[src/rtl/drw_mkaddr.sv]
// Read-address generator for the drawing engine: turns a rectangle command into
// a stream of 4 KB-safe burst descriptors for independent source/destination cursors.
module drw_mkaddr #(
    parameter int MAXBURST = 16
) (
    input  logic        ACLK,
    input  logic        ARST,
    input  logic        START,
    input  logic        BLT_CMD,
    input  logic        BLEND_ALPHA,
    input  logic [28:0] SRC_BASE,
    input  logic [28:0] DST_BASE,
    input  logic [11:0] SRC_STRIDE,
    input  logic [11:0] DST_STRIDE,
    input  logic [10:0] SRC_X,
    input  logic [10:0] SRC_Y,
    input  logic [10:0] DST_X,
    input  logic [10:0] DST_Y,
    input  logic [10:0] WIDTH,
    input  logic [10:0] HEIGHT,
    output logic        ADDR_VALID,
    output logic [28:0] SRC_ADDR,
    output logic [28:0] DST_ADDR,
    output logic [7:0]  SRC_LEN,
    output logic [7:0]  DST_LEN,
    output logic        SRC_FIN,
    output logic        DST_FIN,
    input  logic        SRC_COMMIT,
    input  logic        DST_COMMIT,
    output logic        BUSY
);

    typedef enum logic [1:0] {S_IDLE, S_SETUP, S_RUN} state_t;

    typedef struct packed {
        logic [28:0] row;
        logic [28:0] col;
        logic [10:0] rem;
        logic [10:0] rows;
        logic        done;
    } cursor_t;

    typedef struct packed {
        logic [28:0] addr;
        logic [7:0]  len;
        logic        fin;
    } desc_t;

    state_t      state_q, state_n;
    logic        addr_valid_q;
    logic        blt_q, blend_q;
    logic [10:0] width_q, height_q;
    logic [28:0] src_base_q, dst_base_q;
    logic [11:0] src_stride_q, dst_stride_q;
    logic [10:0] src_x_q, src_y_q, dst_x_q, dst_y_q;
    logic [22:0] src_mul_q, dst_mul_q;
    cursor_t     src_q, dst_q, src_next, dst_next, src_start, dst_start;
    desc_t       src_desc_q, dst_desc_q;
    logic        accept, src_ok, dst_ok;

    // Burst length limited by MAXBURST, the rest of the line and the 4 KB page.
    function automatic logic [10:0] beats_of(input cursor_t c);
        logic [10:0] room, b;
        room = 11'd1024 - {1'b0, c.col[11:2]};
        b    = (c.rem < 11'(MAXBURST)) ? c.rem : 11'(MAXBURST);
        if (room < b) b = room;
        return b;
    endfunction

    function automatic desc_t desc_of(input cursor_t c);
        desc_t       d;
        logic [10:0] b;
        b      = beats_of(c);
        d.addr = c.col;
        d.len  = 8'(b - 11'd1);
        d.fin  = (c.rows == 11'd1) && (c.rem == b);
        return d;
    endfunction

    function automatic cursor_t advance(input cursor_t c, input logic [11:0] stride,
                                        input logic [10:0] width);
        cursor_t     n;
        logic [10:0] b;
        b = beats_of(c);
        n = c;
        if (c.rem > b) begin
            n.col = c.col + 29'({b, 2'b00});
            n.rem = c.rem - b;
        end else if (c.rows > 11'd1) begin
            n.row  = c.row + 29'({stride, 2'b00});
            n.col  = c.row + 29'({stride, 2'b00});
            n.rem  = width;
            n.rows = c.rows - 11'd1;
        end else begin
            n.done = 1'b1;
        end
        return n;
    endfunction

    function automatic cursor_t start_of(input logic [28:0] base, input logic [22:0] mul,
                                         input logic [10:0] x, input logic [10:0] width,
                                         input logic [10:0] height);
        cursor_t     c;
        logic [23:0] lin;
        lin    = {1'b0, mul} + {13'd0, x};
        c.row  = base + 29'({lin, 2'b00});
        c.col  = c.row;
        c.rem  = width;
        c.rows = height;
        c.done = 1'b0;
        return c;
    endfunction

    assign accept = START && (BLT_CMD || BLEND_ALPHA) && (WIDTH != 11'd0) && (HEIGHT != 11'd0);

    always_comb begin
        // NOTE: every combinational output gets a default first so no path infers a latch.
        src_ok    = (state_q == S_RUN) && addr_valid_q && SRC_COMMIT && !src_q.done;
        dst_ok    = (state_q == S_RUN) && addr_valid_q && DST_COMMIT && !dst_q.done;
        src_next  = src_ok ? advance(src_q, src_stride_q, width_q) : src_q;
        dst_next  = dst_ok ? advance(dst_q, dst_stride_q, width_q) : dst_q;
        src_start = start_of(src_base_q, src_mul_q, src_x_q, width_q, height_q);
        dst_start = start_of(dst_base_q, dst_mul_q, dst_x_q, width_q, height_q);
    end

    always_comb begin
        state_n = state_q;
        case (state_q)
            S_IDLE:  if (accept) state_n = S_SETUP;
            S_SETUP: state_n = S_RUN;
            S_RUN:   if (addr_valid_q && src_next.done && dst_next.done) state_n = S_IDLE;
            default: state_n = S_IDLE;
        endcase
    end

    // NOTE: sequential state uses non-blocking assignments so all registers update together.
    always_ff @(posedge ACLK) begin
        if (ARST) state_q <= S_IDLE;
        else      state_q <= state_n;
    end

    // NOTE: datapath registers are reset too, so descriptors read 0 straight out of reset.
    always_ff @(posedge ACLK) begin
        if (ARST) begin
            addr_valid_q <= 1'b0;
            blt_q        <= 1'b0;
            blend_q      <= 1'b0;
            width_q      <= '0;
            height_q     <= '0;
            src_base_q   <= '0;
            dst_base_q   <= '0;
            src_stride_q <= '0;
            dst_stride_q <= '0;
            src_x_q      <= '0;
            src_y_q      <= '0;
            dst_x_q      <= '0;
            dst_y_q      <= '0;
            src_mul_q    <= '0;
            dst_mul_q    <= '0;
            src_q        <= '0;
            dst_q        <= '0;
            src_desc_q   <= '0;
            dst_desc_q   <= '0;
        end else begin
            case (state_q)
                S_IDLE: if (accept) begin
                    blt_q        <= BLT_CMD;
                    blend_q      <= BLEND_ALPHA;
                    width_q      <= WIDTH;
                    height_q     <= HEIGHT;
                    src_base_q   <= SRC_BASE;
                    dst_base_q   <= DST_BASE;
                    src_stride_q <= SRC_STRIDE;
                    dst_stride_q <= DST_STRIDE;
                    src_x_q      <= SRC_X;
                    src_y_q      <= SRC_Y;
                    dst_x_q      <= DST_X;
                    dst_y_q      <= DST_Y;
                end
                S_SETUP: begin
                    src_mul_q  <= 23'(src_y_q) * 23'(src_stride_q);
                    dst_mul_q  <= 23'(dst_y_q) * 23'(dst_stride_q);
                    src_q      <= '{row: '0, col: '0, rem: '0, rows: '0, done: !blt_q};
                    dst_q      <= '{row: '0, col: '0, rem: '0, rows: '0, done: !blend_q};
                    src_desc_q <= '0;
                    dst_desc_q <= '0;
                end
                S_RUN: if (!addr_valid_q) begin
                    // First RUN cycle: products are ready, load cursors and first descriptors.
                    if (blt_q) begin
                        src_q      <= src_start;
                        src_desc_q <= desc_of(src_start);
                    end
                    if (blend_q) begin
                        dst_q      <= dst_start;
                        dst_desc_q <= desc_of(dst_start);
                    end
                    addr_valid_q <= 1'b1;
                end else begin
                    src_q <= src_next;
                    dst_q <= dst_next;
                    if (src_ok && !src_next.done) src_desc_q <= desc_of(src_next);
                    if (dst_ok && !dst_next.done) dst_desc_q <= desc_of(dst_next);
                    if (src_next.done && dst_next.done) addr_valid_q <= 1'b0;
                end
                default: ;
            endcase
        end
    end

    assign ADDR_VALID = addr_valid_q;
    assign BUSY       = (state_q != S_IDLE);
    assign SRC_ADDR   = src_desc_q.addr;
    assign SRC_LEN    = src_desc_q.len;
    assign SRC_FIN    = src_desc_q.fin;
    assign DST_ADDR   = dst_desc_q.addr;
    assign DST_LEN    = dst_desc_q.len;
    assign DST_FIN    = dst_desc_q.fin;

endmodule

[config.mk]
export PLATFORM = sky130hd
export DESIGN_NAME = drw_mkaddr
export DESIGN_NICKNAME = d
export VERILOG_FILES = /design/src/rtl/drw_mkaddr.sv
export SDC_FILE = /design/constraint.sdc
export NUM_CORES = 2
export LEC_CHECK = 0
export ABC_AREA = 1
export CAP_MARGIN = 15
export CELL_PAD_IN_SITES_DETAIL_PLACEMENT = 1
export CELL_PAD_IN_SITES_GLOBAL_PLACEMENT = 1
export CORE_ASPECT_RATIO = 0.7
export CORE_MARGIN = 4
export CORE_UTILIZATION = 41
export CTS_BUF_LIST = sky130_fd_sc_hd__clkbuf_8
export DETAILED_ROUTE_END_ITERATION = 8
export HOLD_SLACK_MARGIN = 0.15
export PLACE_DENSITY_LB_ADDON = 0.05
export RECOVER_POWER = 100
export SLEW_MARGIN = 15
export SYNTH_ARGS = -nofsm -noshare
export SYNTH_HDL_FRONTEND = slang
export SYNTH_SLANG_ARGS = --single-unit
[constraint.sdc]
create_clock -name ACLK -period 6.88 [get_ports ACLK]
set_input_delay 1.376 -clock ACLK [delete_from_list [all_inputs] [get_ports ACLK]]
set_output_delay 1.376 -clock ACLK [all_outputs]
set_load 0.03 [all_outputs]
# ---- After elaboration in Yosys (flattened, before gate mapping)
# Cells that the tools add are included.
dict set report word_totals {
  register_bits 437
  latchBits 0
  mem_bits_rw 0
  mem_bits_ro 0
  inputBits 155
  out_inout_bits 78
  wordCells 187
  mem_count 0
}
dict set report op_classes {
  n_addsub 22
  multipliers 2
  div_mod_pow 0
  order_cmp 15
  eq_ne 21
  n_shift 0
  n_mux 58
  n_bitwise 0
  reduce_logical 37
}
# operator count
set ops {}
lappend ops {{$mux W81} 6}
lappend ops {{$pmux W81 S2} 2}
lappend ops {{$mux W11} 27}
lappend ops {{$mux W38} 6}
lappend ops {{$mux W80} 2}
lappend ops {{$pmux W38 S2} 2}
lappend ops {{$mux W40} 2}
lappend ops {{$lt A11 B11 Y1} 6}
lappend ops {{$sub A11 B10 Y11 const A} 6}
lappend ops {{$add A29 B13 Y29} 2}
lappend ops {{$add A29 B14 Y29} 2}
lappend ops {{$add A29 B26 Y29} 2}
lappend ops {{$mux W29} 2}
lappend ops {{$lt A11 B5 Y1 const B} 5}
lappend ops {{$add A23 B11 Y24} 2}
lappend ops {{$mul A11 B12 Y23} 2}
lappend ops {{$eq A11 B11 Y1} 4}
lappend ops {{$eq A11 B1 Y1 const B} 3}
lappend ops {{$sub A8 B1 Y8 const B} 4}
lappend ops {{$mux W12} 2}
lappend ops {{$gt A11 B1 Y1 const B} 2}
lappend ops {{$gt A11 B11 Y1} 2}
lappend ops {{$reduce_bool A11 Y1} 2}
lappend ops {{$sub A11 B1 Y11 const B} 2}
lappend ops {{other kinds (18)} 58}

# ---- Depth between registers and ports, before layout
dict set report depth {
  word_depth 20
  depth_mapped 53
  depth_no_buf 52
}

# ---- Worst setup path before layout
# Ideal clock, no wire load.
dict set report synth_timing {
  path_type {flip-flop to flip-flop}
  start {reg dst_q[25] (netlist name)}
  end {reg dst_desc_q, in the netlist DST_LEN[6]}
  setup_time_ns 0.131
  arrival_ns 6.435
  required_time_ns 6.749
  setup_slack_ns 0.315
  path_stages_with_launch 48
  path_buffers 3
  synth_period_minus_slack_ns 6.565
  path_cell_list {dfxtp_1 -> inv_1 -> ha_1 -> nand2_1 -> nor3_1 -> nand2_1 -> nor2_1 -> xor2_1 -> ha_1 -> a21oi_1 -> o21ai_0 -> a21oi_1 -> nand2_1 -> clkbuf_1 -> o21ai_0 -> inv_1 -> ha_1 -> nand3_1 -> [12 not listed] -> nor2_2 -> nand2_1 -> nand2_1 -> inv_2 -> ha_1 -> nand4_1 -> nor3_1 -> nand2_4 -> buf_6 -> nand3_2 -> nand3_1 -> nand2_1 -> ha_1 -> nand2_2 -> nor2_2 -> nand3b_1 -> nand3_1 -> a21oi_2}
}
dict set report synth_via {
  elab_chain_cells 18
  elab_cells_between_ends 27
  cone_classes {add/sub: 5; order compare: 4; eq/ne: 1; mux: 14; reduce/logical: 3}
}
# item line
set synth_rtl {}
lappend synth_rtl {{from (decl)} 57} ;# cursor_t src_q, dst_q, src_next, dst_next, src_start, dst_start;
lappend synth_rtl {{from (signal assigned)} 184} ;# dst_q <= '{row: '0, col: '0, rem: '0, rows: '0, done: !blend_q};
lappend synth_rtl {{from (signal assigned)} 195} ;# dst_q <= dst_start;
lappend synth_rtl {{from (signal assigned)} 201} ;# dst_q <= dst_next;
lappend synth_rtl {{branches (longest 5 deep; another with $add A29 B13 Y29)} --}
lappend synth_rtl {{$mux W81 (*)} 121} ;# dst_next = dst_ok ? advance(dst_q, dst_stride_q, width_q) : dst_q;
lappend synth_rtl {{$lt A11 B5 Y1} 65} ;# b = (c.rem < 11'(MAXBURST)) ? c.rem : 11'(MAXBURST);
lappend synth_rtl {{$mux W11} 65}
lappend synth_rtl {{$lt A11 B11 Y1} 66} ;# if (room < b) b = room;
lappend synth_rtl {{$mux W11} 66}
lappend synth_rtl {{$mux W11} 203} ;# if (dst_ok && !dst_next.done) dst_desc_q <= desc_of(dst_next);
lappend synth_rtl {{$mux W11} 188} ;# S_RUN: if (!addr_valid_q) begin
lappend synth_rtl {{$mux W11} 165} ;# case (state_q)
lappend synth_rtl {{$mux W11} 144} ;# if (ARST) begin
lappend synth_rtl {{$sub A8 B1 Y8} 75} ;# d.len = 8'(b - 11'd1);
lappend synth_rtl {{$mux W38} 203}
lappend synth_rtl {{$mux W38} 188}
lappend synth_rtl {{$pmux W38 S2} 165}
lappend synth_rtl {{to (signal assigned)} 196} ;# dst_desc_q <= desc_of(dst_start);
lappend synth_rtl {{to (signal assigned)} 203}
lappend synth_rtl {{to (decl)} 58} ;# desc_t src_desc_q, dst_desc_q;
# Every way passes the cells marked *. The select of a mux whose other input is x is not followed.
# A chain may end at the register's enable or synchronous reset.

# ---- Worst setup path after layout
# Same ends and word-level chain as after synthesis.

==> impl_metrics.toml <==
[global_route]
first_global_vias = 42800
grt_overflow_total = 0
antenna_found_initial = 5
grt_pass1_wl_um = 252000
grt_usage_pct = 30.5
grt_max_degree = 149

[clock_network]
hold_buffers = 0
cts_tree = "done"
cts-root-buf = "clkbuf_8"
cts_htree_levels = 3
clock_sinks = 437
cts_buffer_depth = 3
clk_latency_ns = 0.78
cts_made_buffers = 83
cts.clk_slew.worst_paths_ns = 0.07

[synth]
synth_top_cell_by_area = "dfxtp_1"
syn_area_per_cell_um2 = 6.73
netlist_top_cells_area = "dfxtp_1 (21%), nand2_1 (11%), ha_1 (10%)"
syn_inst = 6082
async_reset_ff_share_pct = 0
ys_types = 75
yosysWarnings = 0
syn_area_um2 = 40900
yosys.area.top_type_share_pct = 21.4
synth_flop_cell = "dfxtp_1"
synth-edff-count = 0
ys_seq_area_share_pct = 21.4
ys_ff_latch = 437

[place]
dp_hpwl_um = 125000
io_buffer_count = 232
gp_congestion = 0.918
place_ws_ns = -0.364
dpl_cell_area_um2 = 45400

[floorplan]
io_pins = 233
start_util_pct = 41.5
die_width_um = 386
core_area_um2 = 98500
rows = 96
die-area_um2 = 105000
die_h_um = 272

[power_and_ir_drop]
ir_drop_v = 0.000503
leakage_nw = 23.5
p_per_area_nw_per_um2 = 512

[setup_path]
critPathTopFamily = "simple AND/OR/NAND/NOR gates"
cp_common_cell = "nand2_1"
r2r-start = "dst_q[25]"
cp.arrival_ns = 7.60
worst-path-max-fanout = 6
crit_type = "reg -> reg"
startpoint_type = "flip-flop"
crit_cells = 50
worstPathBufferInverterCount = 8
r2r_cells = 50
cp_slowest_cell = "dfxtp_4"
crit_start = "dst_q[25]"
slowest_delay_ns = 0.36
end_kind = "flip-flop"
worstPathRequired_ns = 7.57

[detailed_routing]
drt-wirelength-per-cell_um = 21.2
route.detailed.drc = 0
drtIter0Drc = 3287
antenna_left = 0
wirelength_um = 166000
avgViaCountPerCell = 5.47
drt_first_pass_iters = 5
num_vias = 42900

[final_layout]
final_area_um2 = 49700
layout_commonest_cell = "nand2_1"
drive_gt1_share_pct = 13.2
fillers = 12700
area_delta_synth_final_pct = 21.4
mostFrequentLayoutCells = "nand2_1 (1,125), inv_1 (869), o21ai_0 (567)"
final_nets = 7118

[sta]
maxSlewHeadroom_pct = -130
min_period_ns = 6.92
max_freq_ghz = 0.145
hold_violations = 0
setup_violations = 3
rsz0062_at_grt = "yes"
worstMarginPinSlew_ns = 3.45
timing.final.ws_setup_ns = -0.0391
skew_ns = 0.0435
final-max-slew-violation-count = 272
timing.final.crit_share_pct = 101
tns_ns = -0.0625

[hold_path]
holdCritStartpoint = "DST_LEN[0]"
hold_path.class = "reg -> reg"
whs_path_depth = 2

[flow_run]
cap_violations = 5

[status]
violations = "max-capacitance violations, max-slew violations, negative setup slack"
status = "finished with violations"
## worst register-to-register path, delay by kind of cell, from the launching register on
family,cells,cell delay [ns]
adder cells (fa/ha/maj),5,1.14
flip-flops,1,0.36
AO/OA/AOI/OAI,9,1.38
buffers and inverters,8,0.79
XOR/XNOR,2,0.38
AND/OR/NAND/NOR,26,2.78
## final cells by class
cell class / count / area (um^2) / area share (%)
well taps: 1323 / 1660 / 3.33
multi-input cells: 4509 / 29400 / 59.2
repair buffers: 501 / 4480 / 9.01
diodes: 2 / 5.00 / 0.0101
clock buffers: 107 / 1470 / 2.97
inverters: 907 / 3460 / 6.96
clock inverters: 47 / 443 / 0.892
flip-flops and latches: 437 / 8770 / 17.7
## final timing paths
check                    end  slack [ns]
setup reg to reg  DST_LEN[6]       -0.04
hold reg to reg   DST_LEN[0]        0.47
setup / recovery  DST_LEN[6]       -0.04
hold / removal    DST_LEN[0]        0.47
## per-stage QoR
step | cells | hold slack [ns] | util [%] | power (mW)
6_report | 7833 | 0.469 | 50.4 | 25.4
5_1_grt | 7832 | 0.485 | 50.4 | 27.3
4_1_cts | 7775 | 0.470 | 48.5 | 22.6
3_5_place_dp | 7610 | 0.459 | 46.1 | 18.8
3_3_place_gp | 7610 | 0.453 | 46.1 | 18.5
2_1_floorplan | 6117 | 0.435 | - | 13.4
## cell usage after synthesis, types with 8 or more instances
cell type  number
a211oi_1       11
a21boi_0       10
a21o_1          9
a21oi_1       566
a31oi_1        15
buf_1          11
buf_2           8
clkbuf_1      222
clkbuf_8       10
dfxtp_1       437
fa_1          188
ha_1          336
inv_1         878
inv_2          17
nand2_1      1194
nand2_2        30
nand2_4        16
nand3_1       359
nand3_2        24
nand3b_1        9
nand4_1        45
nor2_1        546
nor2_2         21
nor2_4          9
nor3_1         48
nor4_1         23
o211ai_1       90
o21ai_0       590
o21ai_1        20
o21ai_2        15
o21bai_1       15
or2_2          22
xnor2_1        47
xor2_1        139
## cells by family after synthesis
kind of cell	Yosys count	share of synthesized area (%)
DFF	437	21.4
other	1	0.00917
AOI/OAI and AO/OA	1397	18.6
and+or+nand+nor	2363	25.1
buffers and inverters	1174	11.4
xor gates and xnor gates	186	3.98
adders and majority gates	524	19.5
## what timing repair did
| action | in CTS | in global routing |
|---|---|---|
| endpoints found under the setup margin | 16 | 18 |
| setup buffers | 9 | 56 |
| pin swaps | 20 | 158 |
| resized for setup | 72 | 345 |
| gates cloned | 2 | 1 |
## per-layer routing
| layer | vias to the layer above | GRT usage [%] | part of all wire [%] |
|---|---|---|---|
| met1 | 21100 | 43.9 | 47 |
| met3 | 232 | 5.61 | 6.3 |
| met4 | 0 | 8.67 | 2.9 |
| met2 | 1120 | 46.4 | 44 |
| li1 | 20500 | - | - |
| met5 | - | 0 | 0 |
## power by group
part	internal, mW	total, mW	switching [mW]
sequential	3.07	3.70	0.632
combinational	6.92	18.7	11.7
clock	1.71	3.08	1.37
total	11.7	25.4	13.7
## sequential cells by signal, summed over array words and instances (netlist names), 8 cells and up
signal / cells
dst_q: 81
src_q: 81
DST_ADDR: 29
SRC_ADDR: 29
dst_base_q: 29
src_base_q: 29
dst_mul_q: 23
src_mul_q: 23
dst_stride_q: 12
src_stride_q: 12
dst_x_q: 11
dst_y_q: 11
height_q: 11
src_x_q: 11
src_y_q: 11
width_q: 11
DST_LEN: 8
SRC_LEN: 8
(Power assumes the default switching activity.)
